$ cat src/rtl/fg_prog_sequencer_pkg.sv
// Shared encodings for the floating-gate programming sequencer.
package fg_prog_sequencer_pkg;

  localparam int unsigned DEFAULT_SETTLE = 8;

  typedef enum logic [1:0] {
    OP_INJECT = 2'b00,
    OP_TUNNEL = 2'b01,
    OP_RUN    = 2'b10,
    OP_RSVD   = 2'b11
  } fg_op_e;

  typedef enum logic [2:0] {
    ST_IDLE    = 3'd0,
    ST_SETUP   = 3'd1,
    ST_PULSE   = 3'd2,
    ST_GAP     = 3'd3,
    ST_RELEASE = 3'd4
  } fg_state_e;

endpackage

$ cat src/rtl/fg_prog_sequencer_timer.sv
// Down-counter used for switch-settle and pulse-width timing; saturates at zero.
module fg_pulse_timer #(
  parameter int unsigned CNT_W = 16
) (
  input  logic             clk,
  input  logic             rst_n,
  input  logic             load,
  input  logic [CNT_W-1:0] load_val,
  output logic             last_c,
  output logic             zero_c
);

  logic [CNT_W-1:0] count;

  always_ff @(posedge clk or negedge rst_n) begin
    if (!rst_n) begin
      count <= '0;
    end else if (load) begin
      count <= load_val;
    end else if (count != '0) begin
      count <= count - CNT_W'(1);
    end
  end

  // last_c marks the final cycle of a loaded interval
  assign last_c = (count == CNT_W'(1));
  assign zero_c = (count == '0);

endmodule

$ cat src/rtl/fg_prog_sequencer.sv
// Sequences drain/gate switch setup, inject/tunnel pulse trains and release for one FG cell.
module fg_prog_sequencer
  import fg_prog_sequencer_pkg::*;
#(
  parameter int unsigned ROW_BITS = 2,
  parameter int unsigned COL_BITS = 3,
  parameter int unsigned CNT_W    = 16,
  parameter int unsigned SETTLE   = DEFAULT_SETTLE
) (
  input  logic                clk,
  input  logic                rst_n,
  input  logic                cmd_valid,
  output logic                cmd_ready,
  input  logic [1:0]          cmd_op,
  input  logic [ROW_BITS-1:0] cmd_row,
  input  logic [COL_BITS-1:0] cmd_col,
  input  logic [7:0]          cmd_pulses,
  input  logic [CNT_W-1:0]    cmd_width,
  input  logic                abort,
  output logic                prog_mode,
  output logic [ROW_BITS-1:0] drain_addr,
  output logic                drain_en,
  output logic [COL_BITS-1:0] gate_addr,
  output logic                gate_en,
  output logic                vinj_pulse,
  output logic                vtun_en,
  output logic                busy,
  output logic                done,
  output logic                err
);

  fg_state_e           state_q, state_d;
  fg_op_e              op_q, op_d, new_op;
  logic [CNT_W-1:0]    width_q, width_d;
  logic [7:0]          pulse_left_q, pulse_left_d;
  logic                aborted_q, aborted_d;
  logic                prog_mode_d, drain_en_d, gate_en_d, vinj_d, vtun_d, done_d, err_d;
  logic [ROW_BITS-1:0] drain_addr_d;
  logic [COL_BITS-1:0] gate_addr_d;
  logic                tmr_load, tmr_last, tmr_zero;
  logic [CNT_W-1:0]    tmr_val;
  logic                reject, go_release, rel_aborted;

  fg_pulse_timer #(.CNT_W(CNT_W)) u_timer (
    .clk      (clk),
    .rst_n    (rst_n),
    .load     (tmr_load),
    .load_val (tmr_val),
    .last_c   (tmr_last),
    .zero_c   (tmr_zero)
  );

  // State and registered outputs
  always_ff @(posedge clk or negedge rst_n) begin
    if (!rst_n) begin
      state_q      <= ST_IDLE;
      op_q         <= OP_INJECT;
      width_q      <= '0;
      pulse_left_q <= '0;
      aborted_q    <= 1'b0;
      prog_mode    <= 1'b0;
      drain_addr   <= '0;
      drain_en     <= 1'b0;
      gate_addr    <= '0;
      gate_en      <= 1'b0;
      vinj_pulse   <= 1'b0;
      vtun_en      <= 1'b0;
      done         <= 1'b0;
      err          <= 1'b0;
      busy         <= 1'b0;
      cmd_ready    <= 1'b1;
    end else begin
      state_q      <= state_d;
      op_q         <= op_d;
      width_q      <= width_d;
      pulse_left_q <= pulse_left_d;
      aborted_q    <= aborted_d;
      prog_mode    <= prog_mode_d;
      drain_addr   <= drain_addr_d;
      drain_en     <= drain_en_d;
      gate_addr    <= gate_addr_d;
      gate_en      <= gate_en_d;
      vinj_pulse   <= vinj_d;
      vtun_en      <= vtun_d;
      done         <= done_d;
      err          <= err_d;
      busy         <= (state_d != ST_IDLE);
      cmd_ready    <= (state_d == ST_IDLE);
    end
  end

  // Next-state and next-output logic
  always_comb begin
    state_d      = state_q;
    op_d         = op_q;
    width_d      = width_q;
    pulse_left_d = pulse_left_q;
    aborted_d    = aborted_q;
    prog_mode_d  = prog_mode;
    drain_addr_d = drain_addr;
    drain_en_d   = drain_en;
    gate_addr_d  = gate_addr;
    gate_en_d    = gate_en;
    vinj_d       = vinj_pulse;
    vtun_d       = vtun_en;
    done_d       = 1'b0;
    err_d        = 1'b0;
    tmr_load     = 1'b0;
    tmr_val      = '0;
    go_release   = 1'b0;
    rel_aborted  = 1'b0;
    new_op       = fg_op_e'(cmd_op);
    reject       = (new_op == OP_RSVD) ||
                   ((new_op != OP_RUN) && ((cmd_width == '0) || (cmd_pulses == 8'd0)));

    case (state_q)
      ST_IDLE: begin
        if (cmd_valid && cmd_ready) begin
          op_d         = new_op;
          width_d      = cmd_width;
          pulse_left_d = cmd_pulses;
          aborted_d    = 1'b0;
          // Reject and RUN finish through a zero-length release: one busy cycle carrying done
          if (reject) begin
            state_d  = ST_RELEASE;
            tmr_load = 1'b1;
            done_d   = 1'b1;
            err_d    = 1'b1;
          end else if (new_op == OP_RUN) begin
            state_d     = ST_RELEASE;
            tmr_load    = 1'b1;
            prog_mode_d = 1'b0;
            drain_en_d  = 1'b0;
            gate_en_d   = 1'b0;
            done_d      = 1'b1;
          end else begin
            state_d     = ST_SETUP;
            tmr_load    = 1'b1;
            tmr_val     = CNT_W'(SETTLE);
            prog_mode_d = 1'b1;
            if (new_op == OP_INJECT) begin
              drain_addr_d = cmd_row;
              gate_addr_d  = cmd_col;
              drain_en_d   = 1'b1;
              gate_en_d    = 1'b1;
            end else begin
              drain_en_d = 1'b0;
              gate_en_d  = 1'b0;
            end
          end
        end
      end
      ST_SETUP: begin
        if (abort) begin
          go_release  = 1'b1;
          rel_aborted = 1'b1;
        end else if (tmr_last) begin
          state_d  = ST_PULSE;
          tmr_load = 1'b1;
          tmr_val  = width_q;
          vinj_d   = (op_q == OP_INJECT);
          vtun_d   = (op_q == OP_TUNNEL);
        end
      end
      ST_PULSE: begin
        if (abort) begin
          go_release  = 1'b1;
          rel_aborted = 1'b1;
        end else if (tmr_last) begin
          state_d      = ST_GAP;
          tmr_load     = 1'b1;
          tmr_val      = width_q;
          vinj_d       = 1'b0;
          vtun_d       = 1'b0;
          pulse_left_d = pulse_left_q - 8'd1;
        end
      end
      ST_GAP: begin
        if (abort) begin
          go_release  = 1'b1;
          rel_aborted = 1'b1;
        end else if (tmr_last) begin
          if (pulse_left_q != 8'd0) begin
            state_d  = ST_PULSE;
            tmr_load = 1'b1;
            tmr_val  = width_q;
            vinj_d   = (op_q == OP_INJECT);
            vtun_d   = (op_q == OP_TUNNEL);
          end else begin
            go_release = 1'b1;
          end
        end
      end
      ST_RELEASE: begin
        if (tmr_zero) begin
          state_d = ST_IDLE;
        end else if (tmr_last) begin
          done_d = 1'b1;
          err_d  = aborted_q;
        end
      end
      default: state_d = ST_IDLE;
    endcase

    // Release drops all switches and pulses, keeps prog_mode for the settle interval
    if (go_release) begin
      state_d    = ST_RELEASE;
      tmr_load   = 1'b1;
      tmr_val    = CNT_W'(SETTLE);
      drain_en_d = 1'b0;
      gate_en_d  = 1'b0;
      vinj_d     = 1'b0;
      vtun_d     = 1'b0;
      aborted_d  = rel_aborted;
    end
  end

endmodule

$ cat config.mk
export PLATFORM = sky130hd
export DESIGN_NAME = fg_prog_sequencer
export DESIGN_NICKNAME = d
export VERILOG_FILES = /design/src/rtl/fg_prog_sequencer_pkg.sv /design/src/rtl/fg_prog_sequencer_timer.sv /design/src/rtl/fg_prog_sequencer.sv
export SDC_FILE = /design/constraint.sdc
export NUM_CORES = 1
export LEC_CHECK = 0
export CAP_MARGIN = 20
export CELL_PAD_IN_SITES_DETAIL_PLACEMENT = 1
export CELL_PAD_IN_SITES_GLOBAL_PLACEMENT = 1
export CORE_ASPECT_RATIO = 1.1
export CORE_MARGIN = 2
export CORE_UTILIZATION = 45
export CTS_CLUSTER_SIZE = 30
export DETAILED_ROUTE_END_ITERATION = 10
export PLACE_DENSITY = 0.9
export SKIP_LAST_GASP = 1
export SYNTH_ARGS = -nofsm -noshare
export SYNTH_HDL_FRONTEND = slang
export SYNTH_SLANG_ARGS = --single-unit
$ cat constraint.sdc
create_clock -name clk -period 4.7 [get_ports clk]
set_clock_uncertainty 0.05 [all_clocks]
set_input_delay 0.94 -clock clk [delete_from_list [all_inputs] [get_ports clk]]
set_output_delay 0.94 -clock clk [all_outputs]
set_load 0.005 [all_outputs]
==> key figures, run 1 <==
Run status
  • Status: finished, final reports clean

Place
  • IO Port Bufs: 48
  • DP Cell Count: 406
  • Final HPWL DP: 5420 um
  • Pre-CTS setup slack: between 1 and 1.5 ns
  • Placed cell areas: between 0.003 and 0.004 mm^2
  • Placer congestion estimate: 0.885

Clock network
  • Resized Gates After CTS: 0
  • H-tree levels: 3
  • Clock sink count: 59
  • Post-CTS Setup Repair Bufs: 0
  • CTS Hold Bufs: 0
  • CTS root buf: clkbuf_8
  • CTS clock-pin slew for the worst setup and hold paths: approximately 0.070 ns
  • Clock buffer depth: 2
  • Clock Latency Late Sink: about 0.35 ns
  • TritonCTS Buffers: 9
  • CTS tree: built

Synth
  • Main synth FF type: dfrtp_1
  • Cells after synthesis: around 290
  • Top cells by area, synth: dfrtp_1 48%, mux2_1 4.9%, a22oi_1 4.5%, mux2_2 4.1%, nor2_1 4.0%
  • Most frequent cell after synthesis: dfrtp_1
  • Synth Register Bits: 59
  • Syn Area/Cell: 10.5 um^2
  • Post-synth top area cell: dfrtp_1
  • Fraction of registers with async set/reset: 100%
  • Synth cell count leaders: 58 x dfrtp_1, 32 x nor2_1, 18 x a22oi_1, 13 x mux2_1
  • Sequential share of the synthesized area: around 50%
  • Mapped Area: just over 0.003 mm^2
  • EDFF count, synth: 0
  • Number of library cell types mapped by synthesis: 53
  • Yosys warning count: 0
  • Synthesized Nets: between 300 and 400
  • Top-area cell type share of the netlist area: just under 50%

Routing
  • Via count: between 2000 and 2500
  • Drt wl/cell: ~18 um
  • Residual DRC: 0
  • Initial drt markers: approximately 160
  • Routed wire length: 7710 um
  • Post-DRT Antenna Nets: 0
  • Initial DRT Pass Iterations: 4
  • Vias per cell: 5.86

Worst hold path
  • Worst hold endpoint: gate_addr[1]
  • Hold_sp: gate_addr[1]
  • Hold crit path type: reg -> reg
  • Hold Crit Depth: 1

Critical path
  • CP max-delay cell: a21oi_2
  • CP bufs+invs: 2
  • CP Data Arrival Time: between 3 and 4 ns
  • Critical Path RT: a little under 5 ns
  • Worst reg-to-reg path cell count: 8
  • Critical path's top delay family: compound AO/OA/AOI/OAI gates
  • RR Endpoint: u_timer.count[4]
  • Worst-path fanout max: 17
  • Crit path kind: in -> reg
  • Worst R2R Start: u_timer.count[1]
  • Critical path cell sequence: clkdlybuf4s50_1 > o21ai_0 > a21oi_1 > a21oi_2 > nor2b_1 > buf_4 > nor2_1
  • CP endpoint kind: flop
  • Worst Setup Start Kind: primary input
  • CP peak stage delay: roughly 0.64 ns
  • Setup slack, reg-to-reg: roughly 1.7 ns

Cells and area
  • Final non-filler cell total: about 420
  • Design area: roughly 0.0038 mm^2
  • Ant. Diodes: 0
  • Area Overhead vs Synth: 24.7%
  • Layout Nets: 376
  • Share of layout cells above drive strength 1: a little under an eighth
  • Fin util: between 50 and 60%

Floorplanning
  • Die X: 82.1 um
  • I/O Pins: a little under 50
  • Starting Density: roughly 46%
  • Core Rows: 31
  • Die area: roughly 0.0074 mm^2
  • Die Ht: roughly 90 um
  • Core area: between 0.006 and 0.007 mm^2

Global routing
  • First-pass GRT wire length: roughly 13000 um
  • Grt ovf: 0
  • Grt met3 use: between 4 and 5%
  • Largest net degree at the start of global routing: 60
  • All-Layer GR Usage: ~23%
  • Most used routing layer: met2
  • GR Layer Usage met2: ~34%
  • Initial antenna violation count: 0
  • Vias in the first global route: between 2000 and 3000
  • Met1 usage: a little under a third

STA
  • Max-slew headroom: approximately 43%
  • Post-layout min period: just over 3 ns
  • Max-slew violation count: 0
  • Setup TNS: 0 ns
  • RSZ-0062 raised after global routing: no
  • Hold slack: roughly 0.43 ns
  • Tightest Pin Transition: between 0.8 and 0.9 ns
  • Endpoints failing setup: 0
  • Final Hold Fails: 0
  • Post-route worst setup slack: roughly 1.6 ns
  • Max Clock Freq: between 300 and 400 MHz
  • Tcrit/Tclk final: 65.4%

Pwr
  • Power density over the cells: about 600 mW/mm^2
  • Max IR drop VDD: about 0.00030 V
  • LEAKAGE: 1.57 nW
  • Total power: about 2.3 mW

Run
  • MaxCap Viol Count: 0
==> worst max path at each step <==
stage / from / to / slack, ns / depth (start not counted)
6_report: abort / u_timer.count[4] / 1.63 / 7
4_1_cts: u_timer.count[4] / u_timer.count[6] / 1.62 / 5
3_5_place_dp: abort / u_timer.count[4] / 1.33 / 7
3_3_place_gp: abort / u_timer.count[5] / 1.49 / 7
5_1_grt: abort / u_timer.count[4] / 1.42 / 7
2_1_floorplan: cmd_width[2] / busy / 2.33 / 5
==> cell families (layout without fill, tap and decap cells) <==
logic type | Yosys count | count (layout) | synth area share (%)
fa+ha+maj | 4 | 4 | 1.66
mux | 24 | 24 | 8.96
flops | 59 | 59 | 49.0
buf+inv | 21 | 76 | 2.99
simple gates | 99 | 99 | 19.0
xor+xnor | 13 | 13 | 3.77
compound gates | 67 | 67 | 14.6
==> final cells by class <==
cell class | count | area [um^2]
clock buffers | 11 | 141
multi-input cells | 207 | 1450
repair buffers | 53 | 513
well taps | 82 | 103
fillers | 717 | 2790
clock inverters | 5 | 52.6
flip-flops and latches | 59 | 1480
inverters | 7 | 26.3
==> where the power goes <==
group / internal [mW] / total, mW / switching, mW
Combinational: 0.461 / 0.916 / 0.456
Clock: 0.256 / 0.464 / 0.208
Sequential: 0.742 / 0.937 / 0.195
==> layout by cell type, fill, tap and decap left out, types with 4 or more instances in the layout <==
| cell | Yosys | layout |
|---|---|---|
| a21oi_1 | 10 | 10 |
| a22oi_1 | 18 | 18 |
| buf_4 | 1 | 4 |
| clkbuf_8 | 0 | 10 |
| clkdlybuf4s50_1 | 0 | 47 |
| dfrtp_1 | 58 | 58 |
| ha_1 | 4 | 4 |
| inv_1 | 7 | 7 |
| mux2_1 | 13 | 13 |
| mux2_2 | 11 | 11 |
| nand2_1 | 12 | 12 |
| nand3_1 | 4 | 4 |
| nand4_1 | 5 | 5 |
| nor2_1 | 32 | 32 |
| nor3_1 | 9 | 9 |
| nor4_1 | 11 | 11 |
| o21ai_0 | 9 | 9 |
| o21ai_1 | 12 | 12 |
| xnor2_1 | 11 | 11 |
==> registers in the layout, summed over array words and instances, names as in the netlist <==
register       count
u_timer.count     16
width_q           16
pulse_left_q       8
gate_addr          3
state_q            3
drain_addr         2
op_q               2
aborted_q          1
busy               1
cmd_ready          1
done               1
err                1
gate_en            1
prog_mode          1
vinj_pulse         1
vtun_en            1
==> layer usage <==
| metal | vias to the layer above | part of all wire [%] |
|---|---|---|
| li1 | 1163 | - |
| met2 | 53 | 49 |
| met1 | 1257 | 46 |
| met5 | - | 0 |
| met4 | 0 | 2.2 |
| met3 | 13 | 3.6 |
(Power assumes the default switching activity.)
==> inputs of run 2 (changes only) <==
CORE_UTILIZATION = 38   (was 45)
PLACE_DENSITY = 0.82   (was 0.9)
clock period = 2.68 ns   (was 4.7 ns; I/O delays follow)
==> run 2 against run 1 <==
Sequential share of layout area down 1.4 points. Register-to-register slack worse by 1.5 ns. Via count up 2.3%. Power up 80%. Sequential cell count unchanged. Cell count up 9.0%. Worst setup slack worse by 1.5 ns. Non-clock buffer count up 12.
==> key figures, run 2 (synthesis gave the netlist of run 1 again) <==
Critical path
  • CP max-delay cell: or4b_4 (was a21oi_2)
  • Crit path kind: reg -> reg (was in -> reg)
  • CP peak stage delay: 0.50 ns (was 0.64 ns)
  • Worst-path fanout max: 5 (was 17)
  • CP endpoint kind: flop (unchanged)
  • Worst Setup Start Kind: flop (was primary input)
  • Critical Path RT: 2.88 ns (was 4.89 ns)
  • CP Data Arrival Time: 2.70 ns (was 3.26 ns)
  • Critical path cell sequence: inv_1 > ha_1 > or4b_4 > nand4bb_4 > o31ai_2 > nor4b_1 > mux2_2 (was clkdlybuf4s50_1 > o21ai_0 > a21oi_1 > a21oi_2 > nor2b_1 > buf_4 > nor2_1)

Clock network
  • CTS root buf: clkbuf_8 (unchanged)
  • CTS tree: built (unchanged)
  • Resized Gates After CTS: 0 (unchanged)
  • TritonCTS Buffers: 9 (unchanged)
  • Clock Latency Late Sink: 0.36 ns (was 0.35 ns)
  • H-tree levels: 3 (unchanged)
  • Clock sink count: 59 (unchanged)
  • CTS Hold Bufs: 0 (unchanged)
  • Post-CTS Setup Repair Bufs: 0 (unchanged)
  • Clock buffer depth: 2 (unchanged)
  • CTS clock-pin slew for the worst setup and hold paths: 0.08 ns (was 0.07 ns)

Floorplanning
  • Core Rows: 34 (was 31)
  • Die area: 0.00867 mm^2 (was 0.00738 mm^2)
  • Starting Density: 38.6% (was 46.0%)
  • Die X: 89.0 um (was 82.1 um)
  • I/O Pins: 49 (unchanged)
  • Die Ht: 97.5 um (was 89.9 um)
  • Core area: 0.00783 mm^2 (was 0.00656 mm^2)

Run status
  • Status: finished, final reports clean (unchanged)

Place
  • Final HPWL DP: 5960 um (was 5420 um)
  • Placer congestion estimate: 0.901 (was 0.885)
  • IO Port Bufs: 48 (unchanged)

Worst hold path
  • Hold crit path type: in -> async (was reg -> reg)

STA
  • Hold slack: 0.112 ns (was 0.433 ns)
  • Max Clock Freq: 399 MHz
  • Max-slew violation count: 0 (unchanged)
  • Max-slew headroom: 52.4% (was 42.7%)
  • Endpoints failing setup: 0 (unchanged)
  • Final Hold Fails: 0 (unchanged)
  • Post-layout min period: between 2 and 3 ns
  • Tightest Pin Transition: 0.707 ns (was 0.860 ns)
  • Tcrit/Tclk final: between 90% and 100%
  • Setup TNS: 0 ns (unchanged)
  • RSZ-0062 raised after global routing: no (unchanged)

Routing
  • Residual DRC: 0 (unchanged)
  • Initial DRT Pass Iterations: 4 (unchanged)
  • Routed wire length: 8290 um (was 7710 um)
  • Initial drt markers: 158 (was 161)
  • Vias per cell: 5.50 (was 5.86)
  • Via count: 2543 (was 2486)
  • Drt wl/cell: 17.9 um (was 18.2 um)
  • Post-DRT Antenna Nets: 0 (unchanged)

Global routing
  • Largest net degree at the start of global routing: 60 (unchanged)
  • Vias in the first global route: 2710 (was 2621)
  • First-pass GRT wire length: 13800 um (was 12700 um)
  • Grt ovf: 0 (unchanged)
  • All-Layer GR Usage: 20.9% (was 22.7%)
  • Initial antenna violation count: 0 (unchanged)

Pwr
  • Max IR drop VDD: 0.000353 V (was 0.000304 V)
  • LEAKAGE: 1.63 nW (was 1.57 nW)
  • Total power: 4.18 mW (was 2.32 mW)
  • Power density over the cells: 1070 mW/mm^2 (was 616 mW/mm^2)

Cells and area
  • Share of layout cells above drive strength 1: 15.3% (was 12.0%)
  • Ant. Diodes: 0 (unchanged)
  • Area Overhead vs Synth: 29.2% (was 24.7%)
  • Biggest registers after layout: u_timer.count: 16 flops, width_q: 16 flops, pulse_left_q: 8 flops (unchanged)
  • Commonest non-fill, non-tap cells in the layout: 58 x dfrtp_1, 47 x clkdlybuf4s50_1, 32 x nor2_1, 18 x a22oi_1, 16 x buf_4 (was 58 x dfrtp_1, 47 x clkdlybuf4s50_1, 32 x nor2_1, 18 x a22oi_1, 13 x mux2_1)
  • Layout Nets: 388 (was 376)
  • Most common cell after layout, fill and taps aside: dfrtp_1 (unchanged)

Run
  • MaxCap Viol Count: 0 (unchanged)
==> run 2: cell type report <==
| cell class | instances | area (um^2) |
|---|---|---|
| fill | 872 | 3930 |
| inverter | 7 | 26.3 |
| multi-input combinational | 207 | 1450 |
| tap | 108 | 135 |
| timing repair buffer | 65 | 616 |
| clock buffer | 11 | 141 |
| clock inverter | 5 | 52.6 |
| sequential | 59 | 1480 |
==> run 2: final timing paths <==
path | start | end | slack, ns | depth (start not counted)
max in group asynchronous | rst_n | cmd_ready | 2.17 | 2
max reg2reg | pulse_left_q[0] | vtun_en | 0.17 | 7
min in group clk | gate_addr[1] | gate_addr[1] | 0.44 | 1
min | rst_n | pulse_left_q[5] | 0.11 | 2
max | pulse_left_q[0] | vtun_en | 0.17 | 7
min reg2reg | gate_addr[1] | gate_addr[1] | 0.44 | 1
==> run 2: power by group <==
part / internal, mW / switching, mW
clock network: 0.450 / 0.370
logic: 0.866 / 0.841
registers: 1.30 / 0.350
total: 2.62 / 1.56
==> run 2: metal layers <==
| layer | up-vias | share of wire (%) | track usage, % |
|---|---|---|---|
| met3 | 14 | 4.8 | 4.84 |
| li1 | 1185 | - | - |
| met1 | 1272 | 45 | 29.1 |
| met5 | - | 0 | 0 |
| met4 | 0 | 2.2 | 8.96 |
| met2 | 72 | 48 | 31.1 |
==> run 2: critical path: cells and delay by family (launching register included) <==
kind | cells | cell delay [ns]
muxes | 1 | 0.27
DFF | 1 | 0.38
AOI/OAI and AO/OA | 1 | 0.45
adders and majority gates | 1 | 0.24
and+or+nand+nor | 3 | 0.90
buffers and inverters | 1 | 0.10
==> run 2: per-stage QoR <==
step | instance area [um^2] | std cells | setup WS, ns | util, %
finish | 3900 | 462 | 0.173 | 49.8
global route | 3900 | 462 | 0.0142 | 49.8
CTS | 3890 | 461 | 0.00414 | 49.7
detailed placement | 3700 | 445 | 0.0123 | 47.2
global placement | 3700 | 445 | 0.0938 | 47.2
floorplan | 3020 | 287 | 0.424 | -
==> inputs of run 3 (changes only) <==
CORE_MARGIN = 1.5   (was 2)
==> run 3 against run 2 <==
Power grew 1.8%. Cell count shrank 0.65%. Combinational power grew 2%. Hold slack gained 0.013 ns. Register-to-register slack gained 0.03 ns. Critical path depth is the same. Non-clock buffer count grew 2. Core utilization grew 2.0 points. Via count is essentially flat. Global-route usage grew 1.2 points. Die area shrank 2.1%. Final area grew 0.45%.
==> key figures, run 3 (synthesis gave the netlist of run 1 again) <==
Place
  • Final HPWL DP: 6070 um (was 5960 um)
  • Placer congestion estimate: 0.819 (was 0.901)
  • IO Port Bufs: 48 (unchanged)

Floorplanning
  • Core Rows: 33 (was 34)
  • Die area: 0.00849 mm^2 (was 0.00867 mm^2)
  • Die X: 88.0 um (was 89.0 um)
  • Die Ht: 96.5 um (was 97.5 um)
  • I/O Pins: 49 (unchanged)
  • Core area: 0.00756 mm^2 (was 0.00783 mm^2)
  • Starting Density: 39.9% (was 38.6%)

Clock network
  • Post-CTS Setup Repair Bufs: 0 (unchanged)
  • H-tree levels: 3 (unchanged)
  • TritonCTS Buffers: 9 (unchanged)
  • CTS Hold Bufs: 0 (unchanged)
  • CTS clock-pin slew for the worst setup and hold paths: 0.07 ns (was 0.08 ns)
  • CTS tree: built (unchanged)
  • Clock Latency Late Sink: 0.35 ns (was 0.36 ns)
  • Clock buffer depth: 2 (unchanged)
  • Clock sink count: 59 (unchanged)
  • CTS root buf: clkbuf_8 (unchanged)

Critical path
  • CP Data Arrival Time: 2.66 ns (was 2.70 ns)
  • Critical path cell sequence: inv_1 > ha_1 > or4b_4 > nand4bb_4 > o31a_1 > o31a_1 > or3_1 (was inv_1 > ha_1 > or4b_4 > nand4bb_4 > o31ai_2 > nor4b_1 > mux2_2)
  • Crit path top cell by count: o31a_1
  • CP endpoint kind: flop (unchanged)
  • Worst R2R Start: pulse_left_q[0] (unchanged)
  • CP peak stage delay: 0.50 ns (about the same)
  • RR Endpoint: busy (was vtun_en)
  • CP max-delay cell: or4b_4 (unchanged)
  • Critical Path RT: 2.86 ns (was 2.88 ns)
  • Crit path kind: reg -> reg (unchanged)
  • Setup slack, reg-to-reg: 0.20 ns (was 0.17 ns)
  • Worst reg-to-reg path cell count: 7 (unchanged)
  • Worst Setup Start Kind: flop (unchanged)
  • Worst-path fanout max: 5 (unchanged)

Pwr
  • Max IR drop VDD: 0.000409 V (was 0.000353 V)
  • P_sw: 1.56 mW (about the same)
  • Comb pwr share: 41.2% (was 40.8%)
  • Sw Share: 36.7% (was 37.4%)
  • LEAKAGE: 1.65 nW (was 1.63 nW)
  • Power density over the cells: 1090 mW/mm^2 (was 1070 mW/mm^2)
  • Clock power share: 19.8% (was 19.6%)
  • Flop pwr share: 39.0% (was 39.5%)
  • Total power: 4.25 mW (was 4.18 mW)
  • P_int: 2.69 mW (was 2.62 mW)

Cells and area
  • Biggest registers after layout: u_timer.count: 16 flops, width_q: 16 flops, pulse_left_q: 8 flops (unchanged)
  • Share of layout cells above drive strength 1: 15.5% (was 15.3%)
  • Fin util: 51.8% (was 49.8%)
  • Layout Nets: 390 (was 388)
  • Most common cell after layout, fill and taps aside: dfrtp_1 (unchanged)
  • Area Overhead vs Synth: 29.8% (was 29.2%)
  • Ant. Diodes: 0 (unchanged)
  • Commonest non-fill, non-tap cells in the layout: 58 x dfrtp_1, 47 x clkdlybuf4s50_1, 32 x nor2_1, 18 x a22oi_1, 18 x buf_4 (was 58 x dfrtp_1, 47 x clkdlybuf4s50_1, 32 x nor2_1, 18 x a22oi_1, 16 x buf_4)

STA
  • Max-slew headroom: 51.3% (was 52.4%)
  • Max Clock Freq: 403 MHz (was 399 MHz)
  • Tightest Pin Transition: 0.724 ns (was 0.707 ns)
  • Max-slew violation count: 0 (unchanged)
  • Post-layout min period: 2.48 ns (was 2.51 ns)
  • RSZ-0062 raised after global routing: no (unchanged)
  • Endpoints failing setup: 0 (unchanged)
  • Final Hold Fails: 0 (unchanged)
  • Tcrit/Tclk final: 92.5% (was 93.5%)

Routing
  • Residual DRC: 0 (unchanged)
  • Drt wl/cell: 18.2 um (was 17.9 um)
  • Initial drt markers: 167 (was 158)
  • Initial DRT Pass Iterations: 4 (unchanged)
  • Post-DRT Antenna Nets: 0 (unchanged)
  • Routed wire length: 8370 um (was 8290 um)
  • Via count: 2541 (was 2543)
  • Vias per cell: 5.54 (was 5.50)

Run status
  • Status: finished, final reports clean (unchanged)

Global routing
  • First-pass GRT wire length: 14100 um (was 13800 um)
  • Vias in the first global route: 2724 (was 2710)
  • All-Layer GR Usage: 22.2% (was 20.9%)
  • Largest net degree at the start of global routing: 39 (was 60)
  • Grt ovf: 0 (unchanged)
  • Initial antenna violation count: 0 (unchanged)

Run
  • MaxCap Viol Count: 0 (unchanged)

Worst hold path
  • Hold crit path type: in -> async (unchanged)
-- run 3: cell count changes in the layout (fill, tap and decap cells not counted), sizes merged --
cell,previous run,this run
buf,18,20
clkbuf,11,12
clkinv,3,1
clkinvlp,1,0
-- run 3: power by group through the flow --
stage          clock network (mW)  logic (mW)  registers (mW)
2_1_floorplan                   0        1.11            1.54
3_3_place_gp                    0        1.64            1.62
3_5_place_dp                    0        1.72            1.66
4_1_cts                     0.848        1.76            1.65
5_1_grt                     0.889        1.97            1.71
6_report                    0.843        1.75            1.66
-- run 3: how the worst max path moves through the flow --
stage                               start                to  slack, ns  cells after the start
after global routing      pulse_left_q[0]        vinj_pulse       0.09                      8
after global placement       cmd_width[1]              busy      -0.01                      6
after floorplan           pulse_left_q[0]              busy       0.42                      7
after detailed placement     cmd_width[1]              busy      -0.13                      6
after CTS                 pulse_left_q[0]  u_timer.count[2]       0.08                      7
final                     pulse_left_q[0]              busy       0.20                      7
-- run 3: critical path, delay by kind of cell, from the launching register on --
| kind | cells | cell delay (ns) |
|---|---|---|
| adders and majority gates | 1 | 0.23 |
| AOI/OAI and AO/OA | 2 | 0.44 |
| DFF | 1 | 0.38 |
| and+or+nand+nor | 3 | 1.16 |
| buffers and inverters | 1 | 0.10 |
-- run 3: per-layer routing --
layer / GRT usage [%] / up-vias / wire length, um / share of wire (%)
met5: 0 / - / 0 / 0
met4: 10.1 / 0 / 112 / 1.3
met3: 2.97 / 10 / 330 / 3.9
met2: 35.4 / 58 / 4070 / 49
met1: 30.0 / 1288 / 3850 / 46
li1: - / 1185 / - / -
-- run 3: area by class of cell --
| cell class | instances | area (um^2) |
|---|---|---|
| Clock buffer | 12 | 165 |
| Clock inverter | 2 | 35.0 |
| Fill cell | 815 | 3640 |
| Inverter | 7 | 26.3 |
| Multi-Input combinational cell | 207 | 1450 |
| Sequential cell | 59 | 1480 |
| Tap cell | 105 | 131 |
| Timing Repair Buffer | 67 | 631 |
-- run 3: what timing repair did --
| action | 4_1_cts | 5_1_grt |
|---|---|---|
| resized for setup | 0 | 1 |
| endpoints found under the hold margin | 0 | 0 |
| endpoints found under the setup margin | 0 | 6 |
-- run 3: through the flow --
stage / hold slack, ns / worst slack, ns / std cells / cell area, um^2 / setup TNS, ns
4_1_cts: 0.128 / 0.0793 / 458 / 3910 / 0
5_1_grt: 0.152 / 0.0932 / 459 / 3920 / 0
3_3_place_gp: 0.420 / -0.0139 / 444 / 3710 / -0.0139
6_report: 0.124 / 0.200 / 459 / 3920 / 0
2_1_floorplan: 0.190 / 0.424 / 287 / 3020 / 0
3_5_place_dp: 0.432 / -0.131 / 444 / 3710 / -0.157
